<file path="config.mk">
export PLATFORM = sky130hd
export DESIGN_NAME = morse_decoder
export DESIGN_NICKNAME = d
export VERILOG_FILES = /design/src/rtl/morse_pkg.sv /design/src/rtl/morse_tick_gen.sv /design/src/rtl/morse_decoder.sv
export SDC_FILE = /design/constraint.sdc
export NUM_CORES = 1
export LEC_CHECK = 0
export ABC_AREA = 1
export ABC_CLOCK_PERIOD_IN_PS = 4600
export CAP_MARGIN = 0
export CORE_MARGIN = 4
export CORE_UTILIZATION = 60
export DETAILED_ROUTE_END_ITERATION = 6
export MAX_ROUTING_LAYER = met4
export PLACE_DENSITY = 0.82
export SYNTH_ARGS = -nofsm -noshare
export SYNTH_HDL_FRONTEND = slang
export SYNTH_SLANG_ARGS = --single-unit
</file>
<file path="constraint.sdc">
create_clock -name CLOCK_50 -period 4.6 [get_ports CLOCK_50]
set_input_delay 0.92 -clock CLOCK_50 [delete_from_list [all_inputs] [get_ports CLOCK_50]]
set_output_delay 0.92 -clock CLOCK_50 [all_outputs]
set_load 0.1 [all_outputs]
</file>
<file path="src/rtl/morse_pkg.sv">
// morse_pkg
// Definitions shared by the Morse letter encoder and decoder.
// Holds the letter indices A..H, element encodings, run-length thresholds,
// the decoder state enum and the A..H decode table with a lookup helper.
// No ports; import with "import morse_pkg::*;".

package morse_pkg;

    // Letter indices as reported on the decoder letter output
    localparam logic [2:0] LTR_A = 3'd0;
    localparam logic [2:0] LTR_B = 3'd1;
    localparam logic [2:0] LTR_C = 3'd2;
    localparam logic [2:0] LTR_D = 3'd3;
    localparam logic [2:0] LTR_E = 3'd4;
    localparam logic [2:0] LTR_F = 3'd5;
    localparam logic [2:0] LTR_G = 3'd6;
    localparam logic [2:0] LTR_H = 3'd7;

    // Element encodings as shifted into the pattern register
    localparam logic ELEM_DOT  = 1'b0;
    localparam logic ELEM_DASH = 1'b1;

    // Run-length thresholds in unit times
    localparam logic [2:0] DOT_UNITS        = 3'd1;
    localparam logic [2:0] DASH_UNITS       = 3'd3;
    localparam logic [2:0] LETTER_GAP_UNITS = 3'd3;
    // A two-unit space is neither an intra-letter gap nor a letter end
    localparam logic [2:0] BAD_GAP_UNITS    = 3'd2;
    localparam logic [2:0] RUN_MAX          = 3'd7;

    // Width of the table patterns (longest A..H code has four elements)
    localparam int CODE_BITS = 4;

    typedef enum logic [1:0] {
        IDLE  = 2'd0,
        MARK  = 2'd1,
        SPACE = 2'd2
    } state_t;

    // Decode table: element count and pattern, LSB = last element sent
    localparam logic [2:0] LEN_A = 3'd2;  localparam logic [3:0] PAT_A = 4'b0001;
    localparam logic [2:0] LEN_B = 3'd4;  localparam logic [3:0] PAT_B = 4'b1000;
    localparam logic [2:0] LEN_C = 3'd4;  localparam logic [3:0] PAT_C = 4'b1010;
    localparam logic [2:0] LEN_D = 3'd3;  localparam logic [3:0] PAT_D = 4'b0100;
    localparam logic [2:0] LEN_E = 3'd1;  localparam logic [3:0] PAT_E = 4'b0000;
    localparam logic [2:0] LEN_F = 3'd4;  localparam logic [3:0] PAT_F = 4'b0010;
    localparam logic [2:0] LEN_G = 3'd3;  localparam logic [3:0] PAT_G = 4'b0110;
    localparam logic [2:0] LEN_H = 3'd4;  localparam logic [3:0] PAT_H = 4'b0000;

    typedef struct packed {
        logic       hit;
        logic [2:0] idx;
    } decode_t;

    // Matches a completed element sequence against the table. Length takes
    // part in the match so that E (1:0) and H (4:0000) stay distinct.
    function automatic decode_t decode_lookup(input logic [2:0] len,
                                              input logic [CODE_BITS-1:0] pattern);
        decode_t result;
        result = '{hit: 1'b1, idx: LTR_A};
        if      (len == LEN_A && pattern == PAT_A) result.idx = LTR_A;
        else if (len == LEN_B && pattern == PAT_B) result.idx = LTR_B;
        else if (len == LEN_C && pattern == PAT_C) result.idx = LTR_C;
        else if (len == LEN_D && pattern == PAT_D) result.idx = LTR_D;
        else if (len == LEN_E && pattern == PAT_E) result.idx = LTR_E;
        else if (len == LEN_F && pattern == PAT_F) result.idx = LTR_F;
        else if (len == LEN_G && pattern == PAT_G) result.idx = LTR_G;
        else if (len == LEN_H && pattern == PAT_H) result.idx = LTR_H;
        else                                       result.hit = 1'b0;
        return result;
    endfunction

endpackage

</file>
<file path="src/rtl/morse_tick_gen.sv">
// morse_tick_gen
// Unit-time divider: pulses tick for one clock once every DIV clocks.
// Ports:
//   clk   - system clock, all state on posedge
//   reset - synchronous active-high, returns the count to 0
//   tick  - one-cycle unit-time strobe

module morse_tick_gen #(
    parameter int DIV = 25000000
) (
    input  logic clk,
    input  logic reset,
    output logic tick
);

    localparam int CW = (DIV > 1) ? $clog2(DIV) : 1;
    localparam logic [CW-1:0] LAST = CW'(DIV - 1);

    logic [CW-1:0] count;

    // Free-running count that wraps after LAST; the strobe marks the wrap
    always_ff @(posedge clk) begin
        if (reset) begin
            count <= '0;
        end else if (count == LAST) begin
            count <= '0;
        end else begin
            count <= count + 1'b1;
        end
    end

    assign tick = (count == LAST);

endmodule

</file>
<file path="src/rtl/morse_decoder.sv">
// morse_decoder
// Decodes the serial Morse stream produced by the Morse letter encoder.
// Mark/space run lengths are measured in unit-time ticks, classified into
// dots, dashes and gaps, and each letter's elements are collected and
// looked up in the A..H table when a three-unit space ends the letter.
// Optional feature: define MORSE_DEC_TICKGEN_EN to generate the unit tick
// internally from CLOCK_50 (TICK_DIV cycles per unit); the tick port is then
// ignored. Without it the tick port drives sampling directly.
// Ports:
//   CLOCK_50     - system clock, all state on posedge
//   reset        - synchronous active-high, clears all state and outputs
//   tick         - one-cycle unit-time strobe, morse_in sampled only then
//   morse_in     - serial Morse stream, 1 = mark, 0 = space
//   letter       - last decoded letter index 0=A..7=H, held between letters
//   letter_valid - one-cycle pulse, letter updated this cycle
//   letter_error - one-cycle pulse, letter ended malformed or unknown
//   busy         - high whenever a letter is in progress

module morse_decoder
    import morse_pkg::*;
#(
    parameter int MAX_ELEMS = 4,
    parameter int TICK_DIV  = 25000000
) (
    input  logic       CLOCK_50,
    input  logic       reset,
    input  logic       tick,
    input  logic       morse_in,
    output logic [2:0] letter,
    output logic       letter_valid,
    output logic       letter_error,
    output logic       busy
);

    localparam int CNT_W = $clog2(MAX_ELEMS + 1);
    localparam logic [CNT_W-1:0] CNT_MAX = CNT_W'(MAX_ELEMS);

    logic sample;

`ifdef MORSE_DEC_TICKGEN_EN
    logic gen_tick;
    logic unused_tick;

    morse_tick_gen #(
        .DIV(TICK_DIV)
    ) u_tick_gen (
        .clk  (CLOCK_50),
        .reset(reset),
        .tick (gen_tick)
    );

    assign sample      = gen_tick;
    assign unused_tick = tick;
`else
    logic [31:0] unused_tick_div;

    assign sample          = tick;
    assign unused_tick_div = 32'(TICK_DIV);
`endif

    state_t                 state, state_next;
    logic [2:0]             run, run_next;
    logic [CNT_W-1:0]       elem_cnt, elem_cnt_next;
    logic [MAX_ELEMS-1:0]   pattern, pattern_next;
    logic                   bad, bad_next;
    logic [2:0]             letter_next;
    logic                   valid_next, error_next;
    logic                   elem;
    decode_t                lookup;

    // State register; reset returns to IDLE regardless of tick
    always_ff @(posedge CLOCK_50) begin
        if (reset) begin
            state <= IDLE;
        end else begin
            state <= state_next;
        end
    end

    // Datapath and output registers; reset discards any partial letter
    always_ff @(posedge CLOCK_50) begin
        if (reset) begin
            run          <= '0;
            elem_cnt     <= '0;
            pattern      <= '0;
            bad          <= 1'b0;
            letter       <= LTR_A;
            letter_valid <= 1'b0;
            letter_error <= 1'b0;
        end else begin
            run          <= run_next;
            elem_cnt     <= elem_cnt_next;
            pattern      <= pattern_next;
            bad          <= bad_next;
            letter       <= letter_next;
            letter_valid <= valid_next;
            letter_error <= error_next;
        end
    end

    // The element just finished: only a three-unit mark counts as a dash;
    // odd lengths are flagged bad separately so the shifted value is moot.
    assign elem   = (run == DASH_UNITS) ? ELEM_DASH : ELEM_DOT;
    assign lookup = decode_lookup(3'(elem_cnt), CODE_BITS'(pattern));

    // Next-state and datapath logic. Without a tick everything holds and
    // the valid/error pulses fall back to 0.
    always_comb begin
        state_next    = state;
        run_next      = run;
        elem_cnt_next = elem_cnt;
        pattern_next  = pattern;
        bad_next      = bad;
        letter_next   = letter;
        valid_next    = 1'b0;
        error_next    = 1'b0;

        if (sample) begin
            case (state)
                IDLE: begin
                    if (morse_in) begin
                        run_next   = 3'd1;
                        state_next = MARK;
                    end
                end

                MARK: begin
                    if (morse_in) begin
                        if (run != RUN_MAX) begin
                            run_next = run + 3'd1;
                        end
                    end else begin
                        if (run != DOT_UNITS && run != DASH_UNITS) begin
                            bad_next = 1'b1;
                        end
                        // A letter longer than the table allows is bad and
                        // must not shift older elements out of the pattern
                        if (elem_cnt == CNT_MAX) begin
                            bad_next = 1'b1;
                        end else begin
                            pattern_next  = {pattern[MAX_ELEMS-2:0], elem};
                            elem_cnt_next = elem_cnt + 1'b1;
                        end
                        run_next   = 3'd1;
                        state_next = SPACE;
                    end
                end

                SPACE: begin
                    if (morse_in) begin
                        if (run == BAD_GAP_UNITS) begin
                            bad_next = 1'b1;
                        end
                        run_next   = 3'd1;
                        state_next = MARK;
                    end else if (run + 3'd1 == LETTER_GAP_UNITS) begin
                        if (!bad && lookup.hit) begin
                            letter_next = lookup.idx;
                            valid_next  = 1'b1;
                        end else begin
                            error_next  = 1'b1;
                        end
                        pattern_next  = '0;
                        elem_cnt_next = '0;
                        run_next      = '0;
                        bad_next      = 1'b0;
                        state_next    = IDLE;
                    end else begin
                        run_next = run + 3'd1;
                    end
                end

                default: begin
                    state_next = IDLE;
                end
            endcase
        end
    end

    // Output decode from the state register
    always_comb begin
        busy = (state != IDLE);
    end

endmodule
</file>
======== After elaboration in Yosys (flattened, before gate mapping) ========
Index checks and enable logic that the tools add are counted.
storage, ports and cells
  output and inout bits ................... 6
  bits in registers ....................... 18
cells by class
  multiplexer cells ....................... 47
  eq/ne operators ......................... 27
  add/sub/neg operators ................... 2
  bitwise gates (word level) .............. 4
  reductions and logical operators ........ 22
operators by type and width
  kind                                                             count
  3-bit two-way mux                                                17
  1-bit two-way mux                                                17
  4-bit two-way mux                                                4
  3-bit by 2-bit == test with 1-bit output, second input constant  5
  3-bit != test, second input constant                             5
  6-bit AND reduction                                              2
  1-bit logical AND                                                10
  2-bit != test, second input constant                             5
  3-bit case mux with 3 select lines                               1
  4-bit by 3-bit == test with 1-bit output, second input constant  2
  4-bit == test, second input constant                             2
  2-bit two-way mux                                                4
  4-bit case mux with 2 select lines                               1
  4-bit AND reduction                                              2
  3-bit by 1-bit adder with 3-bit output, second input constant    2
  2-bit case mux with 3 select lines                               1
  3-bit case mux with 2 select lines                               1
  5-bit AND reduction                                              1
  5-bit OR reduction                                               1
  4-bit by 1-bit == test with 1-bit output, second input constant  1
  4-bit by 2-bit == test with 1-bit output, second input constant  1
  4-bit logical NOT                                                1
  1-bit NOT                                                        4
  2-bit nonzero test                                               2
  10 further kinds                                                 10

======== Logic depth before layout (Yosys ltp) ========
  depth in word-level cells ............... 12
  gate-level depth with buffers ........... 12
  gate-level depth less buffers ........... 12

======== Worst setup path after synthesis ========
Ideal clock, no wire load.
  path kind ............................... register -> output
  start point ............................. register state[0]
  end point ............................... output busy
  setup slack ............................. 2.459 ns
  arrival time ............................ 1.221 ns
  buffers on the path ..................... 0
  required time ........................... 3.680 ns
  stages on the path, launching flop included .. 4
  cells stage by stage .................... dfxtp_1 > inv_1 > ha_1 > inv_1
between the ends
  word-level cells in the longest chain between the ends .. 1
ends and longest elaborated chain
  what                      line                  RTL
  start: declaration        morse_decoder.sv:61   state_t state, state_next;
  start signal: assignment  morse_decoder.sv:76   state <= state_next;
  2-bit nonzero test        morse_decoder.sv:182  busy = (state != IDLE);
  end: declaration          morse_decoder.sv:32   output logic busy
No other way between the ends.

======== Final worst setup path ========
Same ends and word-level chain as after synthesis.

==> impl_metrics.toml <==
[outcome]
status = "finished clean"

[sta]
relSlewSlack = 0.353
setup_tns_ns = 0
rsz0062_at_grt = "no"
hold_viol_final = 0
slew_viol_final = 0
post-route-min-period_ns = 3.12
setup_viol = 0
worst_pin_slew_ns = 0.968
finalClockSkew_ns = 0.00436
max_freq_ghz = 0.320
finalCritPeriodShare = 0.679

[logic_synthesis]
yosysWarnings = 0
avgSynthCellArea_um2 = 7.54
yosysTopAreaCellShare = 0.306
synthesis.nets = 175
syn_area_mm2 = 0.00118
synth_most_common_cell = "inv_1"
synth.area.top_cells = "dfxtp_1 31%, ha_1 16%, a21oi_1 8.9%"
async_reset_ff_frac = 0
synth-seq-area-share = 0.306
synth_ff_type = "dfxtp_1"
syn-instance-count = 156
yosys-top-cells-count = "24 x inv_1, 21 x a21oi_1, 18 x dfxtp_1, 18 x nand2_1, 15 x ha_1"
ys_types = 22
synth-edff-count = 0
ys_seq_elements = 18
yosysTopAreaCell = "dfxtp_1"

[placement]
portBuffers = 9
dp_hpwl_mm = 2.01
routabilityCongestion = 0.884

[clock_tree]
holdBufCountCts = 0
h-tree-depth = 1
tritoncts = "built"
clk_latency_ns = 0.30
post_cts_buffers = 0
clkSinkCount = 18
cts_buffer_depth = 2
clock_tree.root_cell = "clkbuf_4"
ctsResizeCount = 0
clkSlewWorstSetupHoldPaths_ns = 0.11
cts_made_buffers = 3

[floorplan]
num_rows = 15
die_width_um = 52.3
initial_utilization = 0.660
pin_count = 10
die-area_mm2 = 0.00273
fp.coreArea_mm2 = 0.00178
chipHeight_um = 52.3

[layout]
drive_above_1_share = 0.126
fillers = 158
fin_nets = 187
area_delta_synth_final_pct = 12.1
regArea_um2 = 360
antenna_cells = 0
multi_input_comb_area_um2 = 699

[global_routing]
grt_start_max_net_pins = 15
track_usage = 0.217
grt_first_pass_wirelength_mm = 4.30
grt-ovfl-total = 0
antenna_found_initial = 0
grt_pass1_vias = 1018

[power]
internal-power_uw = 250
p_comb_frac = 0.292
pwr-share-clk = 0.256
leakagePower_nw = 0.577
netSwitchingPower_uw = 140
finalPower_uw = 390
seq_power_share = 0.453
powerDensity_mw_per_mm2 = 296
vdd_drop_max_mv = 0.218
swShare = 0.359

[route]
drt_pass1_iterations = 5
wl_mm = 2.53
viasPerCell = 5.62
vias = 1079
postRouteAntennaNets = 0
drc_errors = 0
wl_per_cell_um = 13.2
drt-initial-drc-count = 45

[worst_setup_path]
crit_type = "reg2out"
critPathLaunchType = "register"
path_max_fanout = 3
end_kind = "output pin"
critPathArrivalTime_ns = 2.20
cp.required_ns = 3.68

[hold_path]
hold_path.class = "reg2reg"

[run]
cap_violations = 0
==> layer usage <==
| metal | part of all wire | vias to the layer above | GRT usage |
|---|---|---|---|
| met5 | 0 | - | - |
| met4 | 0.018 | 0 | 0.0809 |
| met3 | 0.051 | 8 | 0.0484 |
| met2 | 0.51 | 38 | 0.393 |
| met1 | 0.42 | 490 | 0.230 |
| li1 | - | 543 | - |
==> worst max-delay path: stages, from the launching register on <==
cell and delay (ns):
dfxtp_1 0.38, inv_1 0.09, ha_1 0.21, inv_1 0.08, clkdlybuf4s50_1 1.13
==> registers in the layout, summed over array words and instances, names as in the netlist <==
| signal | cells |
|---|---|
| letter | 3 |
| pattern | 4 |
| elem_cnt | 3 |
| bad | 1 |
| run | 3 |
| letter_error | 1 |
| state | 2 |
| letter_valid | 1 |
==> path summary, 6_finish.rpt <==
kind / cells past startpoint / endpoint / from / slack [ns]
setup / recovery: 4 / busy / state[0] / 1.48
hold / removal: 2 / letter[2] / letter[2] / 0.47
setup reg to reg: 7 / pattern[2] / run[0] / 2.68
hold reg to reg: 2 / letter[2] / letter[2] / 0.47
==> stage by stage <==
step	util	area [µm²]	setup WS, ns	instances	hold WS (ns)
after floorplan	-	1180	2.46	156	0.476
after CTS	0.740	1320	1.49	192	0.472
after global routing	0.740	1320	1.34	192	0.498
after global placement	0.719	1280	1.86	188	0.440
after detailed placement	0.719	1280	1.82	188	0.457
final	0.740	1320	1.48	192	0.469
==> kinds of logic (layout without fill, tap and decap cells) <==
group                    count (synthesis)  count (layout)  share of synthesized area
adder cells (fa/ha/maj)                 15              15                      0.160
flip-flops                              18              18                      0.306
buffers and inverters                   29              40                     0.0989
AO/OA/AOI/OAI                           38              38                      0.193
AND/OR/NAND/NOR                         56              56                      0.243
==> power by group through the flow <==
stage | Combinational (mW) | Sequential, mW | Clock (mW)
6_report | 0.114 | 0.177 | 0.0997
5_1_grt | 0.126 | 0.178 | 0.109
4_1_cts | 0.113 | 0.176 | 0.100
3_5_place_dp | 0.112 | 0.180 | 0
3_3_place_gp | 0.108 | 0.179 | 0
2_1_floorplan | 0.0875 | 0.178 | 0
==> placed cells by master, fill, tap and decap left out, types with 4 or more instances in the layout <==
cell / n
dfxtp_1: 18
o21ai_0: 9
clkdlybuf4s50_1: 9
nand3_1: 10
ha_1: 15
inv_1: 24
a211oi_1: 4
nor2_2: 5
nor2_1: 11
nand2_1: 18
a21oi_1: 21
==> area by class of cell <==
type                            count  share of cell area
Multi-Input combinational cell    109               0.530
Sequential cell                    18               0.273
Inverter                           27              0.0769
Timing Repair Buffer                9              0.0683
Clock buffer                        4              0.0275
Tap cell                           25              0.0237
No activity file was read; power rests on OpenSTA's default activity.
